--- src/rtl/compare_pkg.sv ---
// compare_pkg: shared types and opcode decode for the compare scheduler.
// Revision 1.0
`default_nettype none

package compare_pkg;

  localparam int RSP_ID_W = 4;

  typedef enum logic [1:0] {
    CMP_EQ = 2'd0,
    CMP_NE = 2'd1,
    CMP_LT = 2'd2,
    CMP_GE = 2'd3
  } cmp_op_t;

  typedef enum logic [0:0] {
    SLOT_EMPTY = 1'b0,
    SLOT_FULL  = 1'b1
  } slot_state_t;

  typedef struct packed {
    logic [RSP_ID_W-1:0] id;
    logic                result;
    logic                eq;
    logic                lt;
  } rsp_t;

  function automatic logic op_result(input cmp_op_t op, input logic eq, input logic lt);
    logic r;
    case (op)
      CMP_EQ:  r = eq;
      CMP_NE:  r = ~eq;
      CMP_LT:  r = lt;
      default: r = ~lt;
    endcase
    return r;
  endfunction

endpackage

`default_nettype wire

--- src/rtl/comparator_eq.sv ---
// comparator_eq: N-bit equality compare.
// Revision 1.0
`default_nettype none

module comparator_eq #(
  parameter int N = 32
) (
  input  logic [N-1:0] a,
  input  logic [N-1:0] b,
  output logic         eq
);

  assign eq = (a == b);

endmodule

`default_nettype wire

--- src/rtl/comparator_lt.sv ---
// comparator_lt: N-bit two's-complement signed less-than.
// Revision 1.0
`default_nettype none

module comparator_lt #(
  parameter int N = 32
) (
  input  logic [N-1:0] a,
  input  logic [N-1:0] b,
  output logic         lt
);

  assign lt = ($signed(a) < $signed(b));

endmodule

`default_nettype wire

--- src/rtl/rr_arbiter.sv ---
// rr_arbiter: round-robin pick of the first request at or after ptr, wrapping.
// Revision 1.0
`default_nettype none

module rr_arbiter #(
  parameter int M    = 4,
  parameter int ID_W = $clog2(M)
) (
  input  logic [M-1:0]    req,
  input  logic [ID_W-1:0] ptr,
  input  logic            enable,
  output logic [M-1:0]    grant,
  output logic [ID_W-1:0] grant_idx
);

  logic            found;
  logic [ID_W:0]   sum;
  logic [ID_W-1:0] cand;

  always_comb begin
    grant     = '0;
    grant_idx = '0;
    found     = 1'b0;
    sum       = '0;
    cand      = '0;
    for (int k = 0; k < M; k++) begin
      // Wide sum keeps the wrap correct when M is not a power of two.
      sum = {1'b0, ptr} + (ID_W+1)'(k);
      if (sum >= (ID_W+1)'(M)) sum = sum - (ID_W+1)'(M);
      cand = sum[ID_W-1:0];
      if (!found && req[cand]) begin
        found     = 1'b1;
        grant_idx = cand;
      end
    end
    if (enable && found) grant[grant_idx] = 1'b1;
  end

endmodule

`default_nettype wire

--- src/rtl/compare_scheduler.sv ---
// compare_scheduler: round-robin time-sharing of one signed eq/lt comparator
// pair among M requesters, with a single registered response slot. Revision 1.0
`default_nettype none

module compare_scheduler
  import compare_pkg::*;
#(
  parameter int N    = 32,
  parameter int M    = 4,
  parameter int ID_W = $clog2(M)
) (
  input  logic              clk,
  input  logic              rst_n,
  input  logic [M-1:0]      req_valid,
  output logic [M-1:0]      req_ready,
  input  logic [M*N-1:0]    req_a,
  input  logic [M*N-1:0]    req_b,
  input  logic [M*2-1:0]    req_op,
  output logic              rsp_valid,
  input  logic              rsp_ready,
  output logic [ID_W-1:0]   rsp_id,
  output logic              rsp_result,
  output logic              rsp_eq,
  output logic              rsp_lt
);

  slot_state_t     state;
  logic [ID_W-1:0] rr_ptr;
  rsp_t            slot;
  rsp_t            rsp_d;

  logic            can_accept;
  logic            accept;
  logic [M-1:0]    grant;
  logic [ID_W-1:0] grant_idx;
  logic [N-1:0]    a_sel;
  logic [N-1:0]    b_sel;
  logic [1:0]      op_sel;
  logic            eq;
  logic            lt;

  // rsp_ready reaches only req_ready; responses come straight from the slot.
  assign can_accept = (state == SLOT_EMPTY) || rsp_ready;

  rr_arbiter #(.M(M), .ID_W(ID_W)) u_arb (
    .req       (req_valid),
    .ptr       (rr_ptr),
    .enable    (can_accept && rst_n),
    .grant     (grant),
    .grant_idx (grant_idx)
  );

  assign req_ready = grant;
  assign accept    = |(req_valid & grant);

  always_comb begin
    a_sel  = '0;
    b_sel  = '0;
    op_sel = '0;
    for (int i = 0; i < M; i++) begin
      if (grant_idx == ID_W'(i)) begin
        a_sel  = req_a[i*N +: N];
        b_sel  = req_b[i*N +: N];
        op_sel = req_op[i*2 +: 2];
      end
    end
  end

  comparator_eq #(.N(N)) u_eq (.a(a_sel), .b(b_sel), .eq(eq));
  comparator_lt #(.N(N)) u_lt (.a(a_sel), .b(b_sel), .lt(lt));

  always_comb begin
    rsp_d        = '0;
    rsp_d.id     = RSP_ID_W'(grant_idx);
    rsp_d.eq     = eq;
    rsp_d.lt     = lt;
    rsp_d.result = op_result(cmp_op_t'(op_sel), eq, lt);
  end

  always_ff @(posedge clk or negedge rst_n) begin
    if (!rst_n) begin
      state  <= SLOT_EMPTY;
      rr_ptr <= '0;
      slot   <= '0;
    end else begin
      case (state)
        SLOT_EMPTY: if (accept) state <= SLOT_FULL;
        SLOT_FULL:  if (rsp_ready && !accept) state <= SLOT_EMPTY;
        default:    state <= SLOT_EMPTY;
      endcase
      if (accept) begin
        slot   <= rsp_d;
        rr_ptr <= (grant_idx == ID_W'(M-1)) ? '0 : grant_idx + 1'b1;
      end
    end
  end

  assign rsp_valid  = (state == SLOT_FULL);
  assign rsp_id     = ID_W'(slot.id);
  assign rsp_result = slot.result;
  assign rsp_eq     = slot.eq;
  assign rsp_lt     = slot.lt;

endmodule

`default_nettype wire

--- config.mk ---
export PLATFORM = sky130hd
export DESIGN_NAME = compare_scheduler
export DESIGN_NICKNAME = d
export VERILOG_FILES = /design/src/rtl/compare_pkg.sv /design/src/rtl/comparator_eq.sv /design/src/rtl/comparator_lt.sv /design/src/rtl/rr_arbiter.sv /design/src/rtl/compare_scheduler.sv
export SDC_FILE = /design/constraint.sdc
export NUM_CORES = 1
export LEC_CHECK = 0
export BUFFER_PORTS_ARGS = -buffer_cell sky130_fd_sc_hd__buf_2
export CORE_AREA = 2 2 110 112
export CTS_BUF_LIST = sky130_fd_sc_hd__clkbuf_4
export CTS_CLUSTER_DIAMETER = 30
export DETAILED_ROUTE_END_ITERATION = 7
export DIE_AREA = 0 0 112 114
export GPL_ROUTABILITY_DRIVEN = 0
export HOLD_SLACK_MARGIN = 0.05
export PLACE_DENSITY = 0.61
export SYNTH_ARGS = -nofsm -noshare
export SYNTH_HDL_FRONTEND = slang
export SYNTH_SLANG_ARGS = --single-unit
--- constraint.sdc ---
create_clock -name clk -period 12.2 [get_ports clk]
set_input_delay 0.61 -clock clk [delete_from_list [all_inputs] [get_ports clk]]
set_output_delay 0.61 -clock clk [all_outputs]
set_load 0.05 [all_outputs]
==> results of run 1 <==
[layout make-up]
cell class	count	area, sq um
Sequential cell	8	200
Clock buffer	3	22.5
Fill cell	1354	7000
Inverter	5	18.8
Timing Repair Buffer	282	1420
Tap cell	147	184
Multi-Input combinational cell	488	2870
[registers in the layout, summed over array words and instances, names as in the netlist]
| name | count |
|---|---|
| rr_ptr | 2 |
| rsp_id | 2 |
| rsp_eq | 1 |
| rsp_lt | 1 |
| rsp_result | 1 |
| rsp_valid | 1 |
[cells in the mapped netlist, types with 2 or more instances]
cell        n  area, sq um
nor2b_1     5         31.3
buf_1       4         15.0
a221oi_1    2         17.5
nand2_1    74          278
buf_2       5         25.0
a211oi_1    2         15.0
nor2_1    102          383
inv_1       5         18.8
dfrtp_1     8          200
nand4_2     2         25.0
nand2b_1    5         31.3
and3_1      2         12.5
a21o_2      2         17.5
ha_1       36          450
mux2_1      3         33.8
clkbuf_1   36          135
nand3_1     6         30.0
o21ai_0     2         10.0
a22oi_1    45          338
o21ai_1    44          220
o211ai_1    2         15.0
and2_1      4         25.0
mux2i_1     9         90.1
a21oi_1   111          556
nand4_1     9         56.3
a21o_1      2         15.0
[path summary, 6_finish.rpt]
check,slack [ns],end,from,cells past startpoint
max,7.02,rsp_result,rr_ptr[1],17
min,0.21,rsp_valid,rst_n,1
max reg2reg,7.02,rsp_result,rr_ptr[1],17
min reg2reg,0.49,rsp_id[1],rsp_id[1],1
max in group asynchronous,11.75,rr_ptr[0],rst_n,1
min in group clk,0.49,rsp_id[1],rsp_id[1],1
[cells in the final DEF (no fill, tap or decap), types with 2 or more instances in the layout]
cell,instances
a211oi_1,2
mux2_1,3
a22oi_1,45
mux2i_1,9
inv_1,5
ha_4,3
nor2_1,102
o211ai_1,2
nand2b_1,5
buf_4,2
nand4_1,9
nand2_1,74
a21oi_1,111
ha_1,33
a21o_2,2
o21ai_1,44
o21ai_0,2
clkbuf_4,3
nand3_1,6
buf_2,280
nand4_2,2
nor2b_1,4
and3_1,2
and2_1,4
dfrtp_1,8
a21o_1,2
a221oi_1,2
[report_power, final]
group	internal (uW)	switching, uW	total, uW
combinational	349	543	893
clock	11.3	10.4	21.7
sequential	38.4	8.30	46.7
[through the flow]
step / area (sq um) / utilization / power, uW / instances
4_1_cts: 4710 / 0.402 / 980 / 933
3_5_place_dp: 4690 / 0.401 / 952 / 930
6_report: 4710 / 0.402 / 961 / 933
3_3_place_gp: 4690 / 0.401 / 946 / 930
2_1_floorplan: 3240 / - / 737 / 548
5_1_grt: 4710 / 0.402 / 1110 / 933
[critical path: stages (launching register included)]
cell and delay (ns):
dfrtp_1 0.42, nand2b_1 0.17, and3_1 0.18, a311oi_1 0.75, ha_4 0.87, nor2b_4 0.39
a22oi_1 0.27, nor2_1 0.06, a21oi_1 0.16, nor2_1 0.06, a21oi_1 0.16, ha_1 0.29
a21oi_1 0.16, nand2_1 0.06, a21oi_1 0.15, nor4b_1 0.53, o211a_1 0.27, o211ai_1 0.09
[logic make-up (layout without fill, tap and decap cells)]
kind of cell / after synthesis / after routing / synth area share
simple gates: 219 / 219 / 0.295
mux: 13 / 13 / 0.0429
compound gates: 220 / 220 / 0.395
fa+ha+maj: 36 / 36 / 0.139
buf+inv: 52 / 290 / 0.0657
flops: 8 / 8 / 0.0618
[per-layer routing]
metal | vias up | track usage
met5 | - | 0
met4 | 0 | 0.0260
met3 | 8 | 0.0420
met2 | 170 | 0.341
met1 | 1906 | 0.220
li1 | 2457 | -
==> out/qor.yml, run 1 <==
cts_setup_buffers: 0
finalCriticalPeriod_ns: 5.18
coreArea_sq_mm: 0.0117
synth_edf_count: 0
synth_nets: 855
syn_avg_cell_area_sq_um: 5.91
drt_wl_total_mm: 12.5
leakage_uw: 0.00238
start_kind: "flop"
post_cts_resized: 0
worstMarginPinSlew_ns: 1.04
p_per_area_mw_per_mm2: 204
numCtsBuffers: 3
fin_ws_ns: 7.02
syn_inst: 548
fp.dieArea_sq_mm: 0.0128
worstSetupPathType: "flop to flop"
drc_errors: 0
dr_wl_met3_mm: 1.15
syn-cell-area_sq_mm: 0.00324
synth_ff_type: "dfrtp_1"
clockBufferDepth: 2
post-place-ws_ns: 6.73
dp_hpwl_mm: 10.1
drive_gt1_frac: 0.379
chipHeight_um: 114
drtIter0Drc: 225
ys_seq_area_frac: 0.0618
synth.distinct_cells: 47
relSlewSlack: 0.306
grt_pass1_wl_mm: 19.5
worst_setup_path_end_kind: "flop"
cts_tree: "built"
outcome: "complete, no violations"
path_clk_slew_ns: 0.07
start_util: 0.277
antenna_found_initial: 1
port_buffers: 280
vias_per_cell: 4.87
cts_sinks: 8
drt_first_pass_iters: 5
io_pins: 281
vias: 4541
grt_overflow_total: 0
whs_ns: 0.215
finalSetupTns_ns: 0
clk_latency_ns: 0.26
synth_seq_cells: 8
required_ns: 12.34
ant_nets: 0
final.setup_skew_ns: 0.0115
rows: 40
cts.hold.buffers_added: 0
ys_warn_count: 0
synthArstFlopShare: 1.00
cts-root-buf: "clkbuf_4"
peakVddDrop_v: 0.000153
die_w_um: 112
h-tree-depth: 1
grt_pass1_vias: 4183
grt_usage: 0.183
wl_met2_mm: 6.09
antennaDiodeCount: 0
m1WireLength_mm: 5.14
highest_layer: "met4"
maxSlewViolCount: 0
max_freq_ghz: 0.193
period_share: 0.425
final_nets: 1095
wl_per_cell_um: 13.4
cp.arrival_ns: 5.32
drv_cap: 0
areaGrowthSynthToFinish_pct: 45.5
crit_fanout: 88
hold_viol_final: 0
setup_viol: 0
hp-class: "input port to asynchronous set/reset pin"
rsz0062_at_grt: "false"
grt_max_degree: 103
No activity file was read; power rests on OpenSTA's default activity.
==> inputs of run 2 (changes only) <==
- CORE_AREA: 2 2 110 112 -> 2 2 108 110
- DIE_AREA: 0 0 112 114 -> 0 0 110 112
- PLACE_DENSITY: 0.61 -> 0.63
- clock period: 12.2 -> 5.3 ns (I/O delays scaled with it)
==> out/qor.yml, run 2 (synthesis results as in run 1) <==
crit_path_top_delay_cell: "nor2b_4"
vias_per_cell: 4.88
clockBufferDepth: 2
drive_gt1_frac: 0.384
placedCellCount: 933
clk_latency_ns: 0.27
path_clk_slew_ns: 0.06
r2r_cells: 20
drv_cap: 0
grt_max_degree: 100
leakage_uw: 0.00243
port_buffers: 280
drt_first_pass_iters: 4
die_w_um: 110
fin_ws_ns: 0.830
crit_chain: "nand2b_1, o21ai_1, nor2_1, nor2_1, inv_1, ha_4, nor2b_4, buf_4, a22oi_1, nor2_1, a21oi_1, nor2_1, a21oi_1, ha_1, nand4_2, nor4_1, and3_1, nand2b_1, o221a_1, o211ai_1"
layout_commonest_cell: "buf_2"
hold_viol_final: 0
rsz0062_at_grt: "false"
coreArea_sq_mm: 0.0112
whs_ns: 0.393
cp.arrival_ns: 4.61
maxSlewViolCount: 0
ant_nets: 0
drc_errors: 0
chipHeight_um: 112
finalCriticalPeriod_ns: 4.47
h-tree-depth: 1
worst_setup_path_end_kind: "flop"
rows: 39
final_cell_mix: "280 x buf_2, 111 x a21oi_1, 102 x nor2_1, 74 x nand2_1, 45 x a22oi_1"
r2r-end: "rsp_result"
setup_viol: 0
grt_pass1_wl_mm: 19.6
wl_per_cell_um: 13.7
slowest_delay_ns: 0.44
vias: 4588
worstMarginPinSlew_ns: 0.999
antenna_found_initial: 4
crit_path_frequent_cell: "nor2_1"
rrSetupSlack_ns: 0.83
grt_overflow_total: 0
crit_fanout: 48
numCtsBuffers: 3
max_freq_ghz: 0.224
n_fill_cell: 1299
dp_hpwl_mm: 10.8
period_share: 0.843
cts_sinks: 8
cts-root-buf: "clkbuf_4"
critical_path.startpoint: "rr_ptr[1]"
drtIter0Drc: 174
start_util: 0.290
grt_pass1_vias: 4293
hp-class: "input port to flop"
final_nets: 1103
grt_usage: 0.198
io_pins: 281
cts_setup_buffers: 0
final.setup_skew_ns: 0.00273
cts_tree: "built"
worstReg2RegStart: "rr_ptr[1]"
worstSetupPathType: "flop to flop"
outcome: "complete, no violations"
drt_wl_total_mm: 12.9
required_ns: 5.44
finalSetupTns_ns: 0
fp.dieArea_sq_mm: 0.0123
peakVddDrop_v: 0.000378
areaGrowthSynthToFinish_pct: 47.9
relSlewSlack: 0.334
start_kind: "flop"
post-place-ws_ns: 0.662
finalNonFillerCells: 940
p_per_area_mw_per_mm2: 469
critical_path.endpoint: "rsp_result"
[run 2: cell types whose count changed in the layout (fill, tap and decap cells not counted), sizes merged]
| cell | change |
|---|---|
| dlygate4sd3 | +1 |
| diode | +3 |
| buf | +7 |
[run 2: how the worst min path moves through the flow]
stage	endpoint	startpoint	depth (start not counted)	slack [ns]
after floorplan	rr_ptr[0]	rst_n	0	-0.03
after global placement	rsp_id[0]	rst_n	1	0.15
after detailed placement	rsp_id[0]	rst_n	1	0.15
after CTS	rsp_valid	rsp_ready	3	0.38
after global routing	rsp_valid	rsp_ready	3	0.39
final	rsp_valid	rsp_ready	3	0.39
[run 2: worst max-delay path, delay by kind of cell (launching register included)]
kind,cells,cell delay [ns]
fa+ha+maj,2,0.68
flops,1,0.41
buf+inv,2,0.45
simple gates,10,2.20
compound gates,6,0.58
[run 2: cell type report]
class                           instances  area [sq um]  share of cell area
Antenna cell                            3          7.51             0.00157
Clock buffer                            3          22.5             0.00470
Inverter                                5          18.8             0.00392
Multi-Input combinational cell        488          2870               0.599
Sequential cell                         8           200              0.0418
Tap cell                              143           179              0.0373
Timing Repair Buffer                  290          1490               0.311
[run 2: timing repair]
item,4_1_cts,5_1_grt
hold buffers,1,0
endpoints found under the hold margin,8,0
resized for setup,0,0
[run 2: power by group]
part           total [uW]  leakage (uW)  internal, uW  switching (uW)
logic                2090       0.00232           835            1250
registers             108     0.0000984          88.4            20.0
clock network        50.5     0.0000138          26.2            24.4
total                2250       0.00243           950            1300
[run 2: stage by stage]
step / area, sq um / utilization / total power (uW)
after floorplan: 3240 / - / 1700
after global placement: 4750 / 0.425 / 2220
after detailed placement: 4750 / 0.425 / 2220
after CTS: 4780 / 0.428 / 2290
after global routing: 4790 / 0.429 / 2590
final: 4790 / 0.429 / 2250
[run 2: metal layers]
layer,up-vias,routed length (um),global-route usage
li1,2472,-,-
met1,1923,5400,0.238
met2,176,6180,0.358
met3,15,1180,0.0410
met4,2,138,0.0354
met5,-,13,0
